<file path="src/rtl/hps_cmd_bridge.sv">
// HPS-to-coprocessor command bridge: synchronised PIO inputs, a four-phase
// ENABLE/DONE handshake, burst image writes, processing wait with timeout.
module hps_cmd_bridge #(
  parameter int ADDR_W      = 15,
  parameter int DATA_W      = 32,
  parameter int PIX_W       = 8,
  parameter int IMG_DEPTH   = 19200,
  parameter int REG_AW      = 2,
  parameter int TIMEOUT_CYC = 2000000
) (
  input  logic              CLOCK_50,
  input  logic              hps_reset,
  input  logic [31:0]       ctrl_in,
  input  logic [DATA_W-1:0] data_in,
  output logic [31:0]       status_out,
  output logic [ADDR_W-1:0] img_wraddr,
  output logic [PIX_W-1:0]  img_wrdata,
  output logic              img_wren,
  output logic [REG_AW-1:0] reg_addr,
  output logic [DATA_W-1:0] reg_wrdata,
  output logic              reg_wren,
  output logic              start_pulse,
  input  logic              proc_busy,
  input  logic              proc_done
);

  localparam int CNT_W = $clog2(TIMEOUT_CYC);

  localparam logic [5:0] CMD_NOP       = 6'h00;
  localparam logic [5:0] CMD_IMG_WRITE = 6'h01;
  localparam logic [5:0] CMD_REG_WRITE = 6'h02;
  localparam logic [5:0] CMD_START     = 6'h04;
  localparam logic [5:0] CMD_IMG_BURST = 6'h08;
  localparam logic [5:0] CMD_SET_PTR   = 6'h10;

  localparam logic [2:0] ERR_OK      = 3'd0;
  localparam logic [2:0] ERR_UNKNOWN = 3'd1;
  localparam logic [2:0] ERR_ADDR    = 3'd2;
  localparam logic [2:0] ERR_TIMEOUT = 3'd3;
  localparam logic [2:0] ERR_BUSY    = 3'd4;

  localparam logic [15:0]       DEPTH16  = 16'(IMG_DEPTH);
  localparam logic [ADDR_W-1:0] PTR_LAST = ADDR_W'(IMG_DEPTH - 1);
  // The counter is compared one step early so the DONE transition lands on
  // the edge where it would reach TIMEOUT_CYC-1.
  localparam logic [CNT_W-1:0]  TMO_LAST = CNT_W'(TIMEOUT_CYC - 2);

  typedef enum logic [1:0] {
    S_IDLE,
    S_EXEC,
    S_WAIT_PROC,
    S_DONE
  } state_t;

  // Only enable, cmd and addr are synchronised; the remaining control bits
  // carry no meaning.
  logic unused_ctrl_bits;
  assign unused_ctrl_bits = ^{ctrl_in[31], ctrl_in[29:21]};

  logic [21:0]       ctrl_s1_q, ctrl_s2_q;
  logic [DATA_W-1:0] data_s1_q, data_s2_q;
  logic [1:0]        sync_vld_q;

  always_ff @(posedge CLOCK_50 or posedge hps_reset) begin
    if (hps_reset) begin
      ctrl_s1_q  <= '0;
      ctrl_s2_q  <= '0;
      data_s1_q  <= '0;
      data_s2_q  <= '0;
      sync_vld_q <= '0;
    end else begin
      ctrl_s1_q  <= {ctrl_in[30], ctrl_in[20:15], ctrl_in[14:0]};
      ctrl_s2_q  <= ctrl_s1_q;
      data_s1_q  <= data_in;
      data_s2_q  <= data_s1_q;
      sync_vld_q <= {sync_vld_q[0], 1'b1};
    end
  end

  logic              en_s;
  logic [5:0]        cmd_s;
  logic [14:0]       addr_s;
  logic              addr_ok_s;

  assign en_s      = ctrl_s2_q[21];
  assign cmd_s     = ctrl_s2_q[20:15];
  assign addr_s    = ctrl_s2_q[14:0];
  assign addr_ok_s = ({1'b0, addr_s} < DEPTH16);

  state_t            state_q;
  logic              arm_q;
  logic [5:0]        cmd_q;
  logic [14:0]       addr_q;
  logic [ADDR_W-1:0] ptr_q;
  logic              wrap_q;
  logic [2:0]        err_q;
  logic [7:0]        cmd_cnt_q;
  logic [CNT_W-1:0]  tmo_q;
  logic              done_q;
  logic              img_wren_q, reg_wren_q, start_q;
  logic [ADDR_W-1:0] img_wraddr_q;
  logic [PIX_W-1:0]  img_wrdata_q;
  logic [REG_AW-1:0] reg_addr_q;
  logic [DATA_W-1:0] reg_wrdata_q;
  logic              addr_ok_q;

  assign addr_ok_q = ({1'b0, addr_q} < DEPTH16);

  always_ff @(posedge CLOCK_50 or posedge hps_reset) begin
    if (hps_reset) begin
      state_q      <= S_IDLE;
      arm_q        <= 1'b0;
      cmd_q        <= '0;
      addr_q       <= '0;
      ptr_q        <= '0;
      wrap_q       <= 1'b0;
      err_q        <= ERR_OK;
      cmd_cnt_q    <= '0;
      tmo_q        <= '0;
      done_q       <= 1'b0;
      img_wren_q   <= 1'b0;
      reg_wren_q   <= 1'b0;
      start_q      <= 1'b0;
      img_wraddr_q <= '0;
      img_wrdata_q <= '0;
      reg_addr_q   <= '0;
      reg_wrdata_q <= '0;
    end else begin
      img_wren_q <= 1'b0;
      reg_wren_q <= 1'b0;
      start_q    <= 1'b0;

      case (state_q)
        S_IDLE: begin
          // Arming needs a genuine low on enable after the synchroniser has
          // filled, so an enable held through reset is never taken as an edge.
          arm_q <= arm_q | (sync_vld_q[1] & ~en_s);
          if (arm_q && en_s) begin
            arm_q   <= 1'b0;
            cmd_q   <= cmd_s;
            addr_q  <= addr_s;
            state_q <= S_EXEC;
            // Strobes are registered here so they are high during EXEC.
            case (cmd_s)
              CMD_IMG_WRITE: begin
                if (addr_ok_s) begin
                  img_wren_q   <= 1'b1;
                  img_wraddr_q <= addr_s[ADDR_W-1:0];
                  img_wrdata_q <= data_s2_q[PIX_W-1:0];
                end
              end
              CMD_REG_WRITE: begin
                reg_wren_q   <= 1'b1;
                reg_addr_q   <= addr_s[REG_AW-1:0];
                reg_wrdata_q <= data_s2_q;
              end
              CMD_START: begin
                start_q <= ~proc_busy;
              end
              CMD_IMG_BURST: begin
                img_wren_q   <= 1'b1;
                img_wraddr_q <= ptr_q;
                img_wrdata_q <= data_s2_q[PIX_W-1:0];
              end
              default: ;
            endcase
          end
        end

        S_EXEC: begin
          state_q <= S_DONE;
          done_q  <= 1'b1;
          err_q   <= ERR_OK;
          case (cmd_q)
            CMD_NOP, CMD_REG_WRITE: ;
            CMD_IMG_WRITE: begin
              if (!addr_ok_q) err_q <= ERR_ADDR;
            end
            CMD_START: begin
              if (start_q) begin
                tmo_q   <= '0;
                state_q <= S_WAIT_PROC;
                done_q  <= 1'b0;
              end else begin
                err_q <= ERR_BUSY;
              end
            end
            CMD_IMG_BURST: begin
              if (ptr_q == PTR_LAST) begin
                ptr_q  <= '0;
                wrap_q <= 1'b1;
              end else begin
                ptr_q <= ptr_q + 1'b1;
              end
            end
            CMD_SET_PTR: begin
              if (addr_ok_q) begin
                ptr_q  <= addr_q[ADDR_W-1:0];
                wrap_q <= 1'b0;
              end else begin
                err_q <= ERR_ADDR;
              end
            end
            default: err_q <= ERR_UNKNOWN;
          endcase
        end

        S_WAIT_PROC: begin
          if (proc_done) begin
            state_q <= S_DONE;
            done_q  <= 1'b1;
            err_q   <= ERR_OK;
          end else if (tmo_q == TMO_LAST) begin
            tmo_q   <= tmo_q + 1'b1;
            state_q <= S_DONE;
            done_q  <= 1'b1;
            err_q   <= ERR_TIMEOUT;
          end else begin
            tmo_q <= tmo_q + 1'b1;
          end
        end

        S_DONE: begin
          if (!en_s) begin
            state_q   <= S_IDLE;
            done_q    <= 1'b0;
            arm_q     <= 1'b1;
            cmd_cnt_q <= cmd_cnt_q + 1'b1;
          end
        end

        default: state_q <= S_IDLE;
      endcase
    end
  end

  assign img_wraddr  = img_wraddr_q;
  assign img_wrdata  = img_wrdata_q;
  assign img_wren    = img_wren_q;
  assign reg_addr    = reg_addr_q;
  assign reg_wrdata  = reg_wrdata_q;
  assign reg_wren    = reg_wren_q;
  assign start_pulse = start_q;

  assign status_out = {16'(ptr_q), cmd_cnt_q, wrap_q, err_q, proc_busy,
                       (state_q != S_IDLE), done_q, 1'b1};

endmodule

</file>
<file path="config.mk">
export PLATFORM = sky130hd
export DESIGN_NAME = hps_cmd_bridge
export DESIGN_NICKNAME = d
export VERILOG_FILES = /design/src/rtl/hps_cmd_bridge.sv
export SDC_FILE = /design/constraint.sdc
export NUM_CORES = 1
export LEC_CHECK = 0
export CORE_MARGIN = 5
export CORE_UTILIZATION = 56
export DETAILED_ROUTE_END_ITERATION = 8
export GPL_ROUTABILITY_DRIVEN = 0
export GPL_TIMING_DRIVEN = 0
export PLACE_DENSITY = 0.83
export SYNTH_ARGS = -nofsm -noshare
export SYNTH_HDL_FRONTEND = slang
export SYNTH_SLANG_ARGS = --single-unit
</file>
<file path="constraint.sdc">
create_clock -name CLOCK_50 -period 14.2 [get_ports CLOCK_50]
set_input_delay 1.42 -clock CLOCK_50 [delete_from_list [all_inputs] [get_ports CLOCK_50]]
set_output_delay 1.42 -clock CLOCK_50 [all_outputs]
set_load 0.05 [all_outputs]
</file>
# Yosys cells after proc, flatten, opt, wreduce, memory -nomap -nowiden
# Index checks and enable logic that the tools add are counted.
[word_totals]
register_bits = 243
input_bits = 68
output_inout_bits = 92
elab_cells = 122
[classes]
addsub = 3
n_lt_le_gt_ge = 2
eq_ne = 23
n_mux = 46
bitwise = 4
reduce_logical = 22
[ops]
columns = ["operator", "n"]
rows = [
  ["21-bit two-way mux", 3],
  ["15-bit case mux with 2 select lines", 2],
  ["15-bit two-way mux", 3],
  ["21-bit case mux with 2 select lines", 1],
  ["15-bit less-than comparator, second input constant", 2],
  ["21-bit by 1-bit adder with 21-bit output, second input constant", 1],
  ["21-bit == test, second input constant", 1],
  ["1-bit two-way mux", 20],
  ["8-bit case mux with 2 select lines", 1],
  ["15-bit by 1-bit adder with 15-bit output, second input constant", 1],
  ["15-bit == test, second input constant", 1],
  ["2-bit inequality test, second input constant", 7],
  ["6-bit by 1-bit == test with 1-bit output, second input constant", 2],
  ["6-bit by 2-bit == test with 1-bit output, second input constant", 2],
  ["6-bit by 3-bit == test with 1-bit output, second input constant", 2],
  ["6-bit by 4-bit == test with 1-bit output, second input constant", 2],
  ["3-bit AND reduction", 4],
  ["4-bit AND reduction", 3],
  ["2-bit two-way mux", 5],
  ["2-bit nonzero test", 5],
  ["3-bit two-way mux", 3],
  ["3-bit case mux with 3 select lines", 1],
  ["8-bit by 1-bit adder with 8-bit output, second input constant", 1],
  ["8-bit two-way mux", 1],
  ["other kinds (19)", 26],
]

# Depth between registers and ports, before layout
[logic_depth]
depth_word = 5
ltp_mapped = 9
ltp_nobuf = 7

# Worst setup path after synthesis
# OpenSTA, ideal clock, no wires.
[synth_path]
path_kind = "input -> output"
from = "input port proc_busy"
to = "output port status_out[3]"
arrival_time_ns = 1.590
slack_ns = 11.190
stages = 1
path_buffers = 1
cell_sequence = "buf_4"
[synth_rtl]
columns = ["item", "line", "text"]
rows = [
  ["start, declared", "23", "input logic proc_busy,"],
  ["end, declared", "15", "output logic [31:0] status_out,"],
]
# No word-level cell between the ends.

# Worst setup path after layout
[layout_path]
from = "input port proc_busy"
to = "output port status_out[3]"
# No word-level cell between the ends.

==> metrics.txt <==
status completed; die width 138 µm; CP top delay family buffers and inverters; Final TNS setup 0 ns; Psw 0.000643 W; Combinational Power Share 24.6%; Worst Path Required 12.78 ns; measured slew at the worst slew-check pin 0.719 ns; top-area cell type share of the netlist area 66.7%; power density over cell area 171 nW/µm²; Core ar. 15900 µm²; Worst Reg-to-Reg Cells 9; Reg-to-Reg End reg_wrdata[31]; drt wl/cell 18.1 µm; yosys warns 0; global-route wire length before repair 32100 µm; ANT cells 0; clock skew 0.0111 ns; worst setup path end status_out[3]; Slew HR 52.1%; row cnt 46; Vias 6003; Sink Count 243; register bit total from synthesis 243; total track usage 21.4%; CP Launch Type input port; Final Util 73.5%; biggest area consumer among synthesized cells dfrtp_1; share of layout cells above drive strength 1 16.3%; top-count cell post-synth dfrtp_1; I/O Pins 160; vias per cell 5.55; switch share 32.1%; pin count of the biggest net entering global routing 136; compound-cell area share of the yosys netlist 6.67%; DRC Markers 0; DR pass1 iterations 7; Hold WC Path Type reg2reg; Mapped Area 9110 µm²; Worst path most repeated cell clkdlybuf4s50_1; die height 138 µm; maximum vdd drop 0.000125 V; Worst path depth 3; # setup viols final 0; highest clock rate 236 MHz; top post-synthesis cells by area dfrtp_1, mux2_2, mux2_1; Synth Area in XOR/XNOR 1.63%; Post-CTS Resized 0; hold buffer count at CTS 0; largest family of logic cells by synthesized area multiplexers; simple-gate area share of the yosys netlist 10.0%; fin. max-slew vios 0; ANT nets after route 0; max-cap violations 0; Reg-to-Reg Start state_q[1]; Worst Path Arrival 2.81 ns; Clock transition at path regs 0.06 ns; synth cell count leaders dfrtp_1, mux2_2, nand2_1; WL final 19500 µm; fin crit period 4.23 ns; antenna violations before repair 0; CP max FO 2; Max stage delay cell, worst path clkdlybuf4s50_1; insertion delay to the later sink of the worst-skew pair 0.51 ns; Post-synth ARST share 100%; RSZ-0062 raised after global routing false; Worst Setup Path Type in2out; Post-synth EDFFs 0; Worst setup startpoint proc_busy; Max Buffers Root-to-Sink 3; Synth cell types 62; Post-DP HPWL 13700 µm; CTS H-tree depth 1; # nets final 923; hold violation total from the final report 0; Tcrit/Tclk final 29.8%; Clk pwr share 32.0%; internal reg-to-reg setup slack 11.75 ns; CP cell instances clkdlybuf4s50_1 -> buf_4 -> clkdlybuf4s50_1; Reg power frac 43.4%; Internal 0.00136 W; number of global-route vias before repair 6373; IO Port Bufs 147; Initial Util 57.1%; total gr overflow 0; max incr delay on CP 0.78 ns; syn avg cell area 13.6 µm²; CTS Buf Count 24; post-synthesis adder-cell area fraction 1.10%; Most used DFF post-synth dfrtp_1; CTS tree yes; postcts setup bufs 0; CP Capture Type primary output; cells after synthesis 672; Layout area overhead 28.5%; die footprint 18900 µm²; CTS root buf clkbuf_16; mux share of post-synthesis cell area 11.4%; WP buf/inv 3; drt initial violations 395; Seq/Total Area, Yosys 66.7%; LEAKAGE 5.19 nW
area by class of cell:
class / instances / area, µm²
plain buffers: 25 / 155
clock buffers: 29 / 661
clock inverters: 15 / 159
fillers: 1007 / 4230
inverters: 16 / 67.6
multi-input cells: 389 / 2820
flip-flops and latches: 243 / 6080
well taps: 216 / 270
repair buffers: 148 / 1500
sequential cells by signal, indices dropped and copies added, names as in the netlist, 6 cells and up:
register	cells
ctrl_s1_q	22
cmd_q	6
img_wraddr	15
cmd_cnt_q	8
ctrl_s2_q	22
data_s1_q	32
img_wrdata	8
reg_wrdata	32
data_s2_q	32
ptr_q	15
addr_q	15
tmo_q	21
stage by stage:
step	power, W	cell area (µm²)	hold slack [ns]	std cells	worst slack (ns)
6_report	0.00200	11700	0.347	1081	9.97
5_1_grt	0.00210	11700	0.353	1081	9.92
4_1_cts	0.00202	11700	0.348	1081	9.94
3_5_place_dp	0.00137	10900	0.335	1037	9.94
3_3_place_gp	0.00135	10900	0.332	1036	3.82
2_1_floorplan	0.00120	9110	0.331	673	6.11
cell families (layout without fill, tap and decap cells):
family | count (synthesis) | after routing
AOI/OAI and AO/OA | 97 | 97
xor gates and xnor gates | 17 | 17
adders and majority gates | 8 | 8
buffers and inverters | 41 | 233
DFF | 243 | 243
muxes | 92 | 92
other | 2 | 3
and+or+nand+nor | 172 | 172
power groups by stage:
stage	Clock [W]	Combinational, W	Sequential, W
finish	0.000641	0.000493	0.000870
global route	0.000687	0.000529	0.000883
CTS	0.000655	0.000495	0.000869
detailed placement	0	0.000492	0.000880
global placement	0	0.000474	0.000871
floorplan	0	0.000220	0.000975
cell usage in the layout, fill, tap and decap left out, drive strengths merged, types with 4 or more instances in the layout:
master         instances
nor3                  14
a31oi                  7
clkdlybuf4s50        147
buf                   17
ha                     8
o22ai                  4
mux2                  92
a22oi                  5
o21ai                 40
nor4                  13
a21oi                 16
clkinv                11
and3                  10
a211o                  4
nand4                  8
dfrtp                243
and4                   4
or4                    4
xnor2                 13
nor2                  32
xor2                   4
nand2                 43
clkbuf                38
inv                   15
nand3                 24
worst min path at each step:
stage	from	endpoint	slack, ns	cells past startpoint
finish	ctrl_s1_q[19]	ctrl_s2_q[19]	0.35	0
floorplan	ctrl_s1_q[0]	ctrl_s2_q[0]	0.33	0
detailed placement	ctrl_s1_q[12]	ctrl_s2_q[12]	0.33	0
global route	ctrl_s1_q[15]	ctrl_s2_q[15]	0.35	0
global placement	data_s1_q[12]	data_s2_q[12]	0.33	0
CTS	data_s1_q[21]	data_s2_q[21]	0.35	0
layer usage:
| metal | global-route usage [%] | share of wire (%) | vias to the layer above |
|---|---|---|---|
| li1 | - | - | 2729 |
| met3 | 7.01 | 11 | 41 |
| met2 | 35.2 | 49 | 260 |
| met5 | 0 | 0 | - |
| met4 | 5.76 | 1.9 | 0 |
| met1 | 27.4 | 39 | 2973 |
Note: power is estimated with default switching activity, not from simulation.
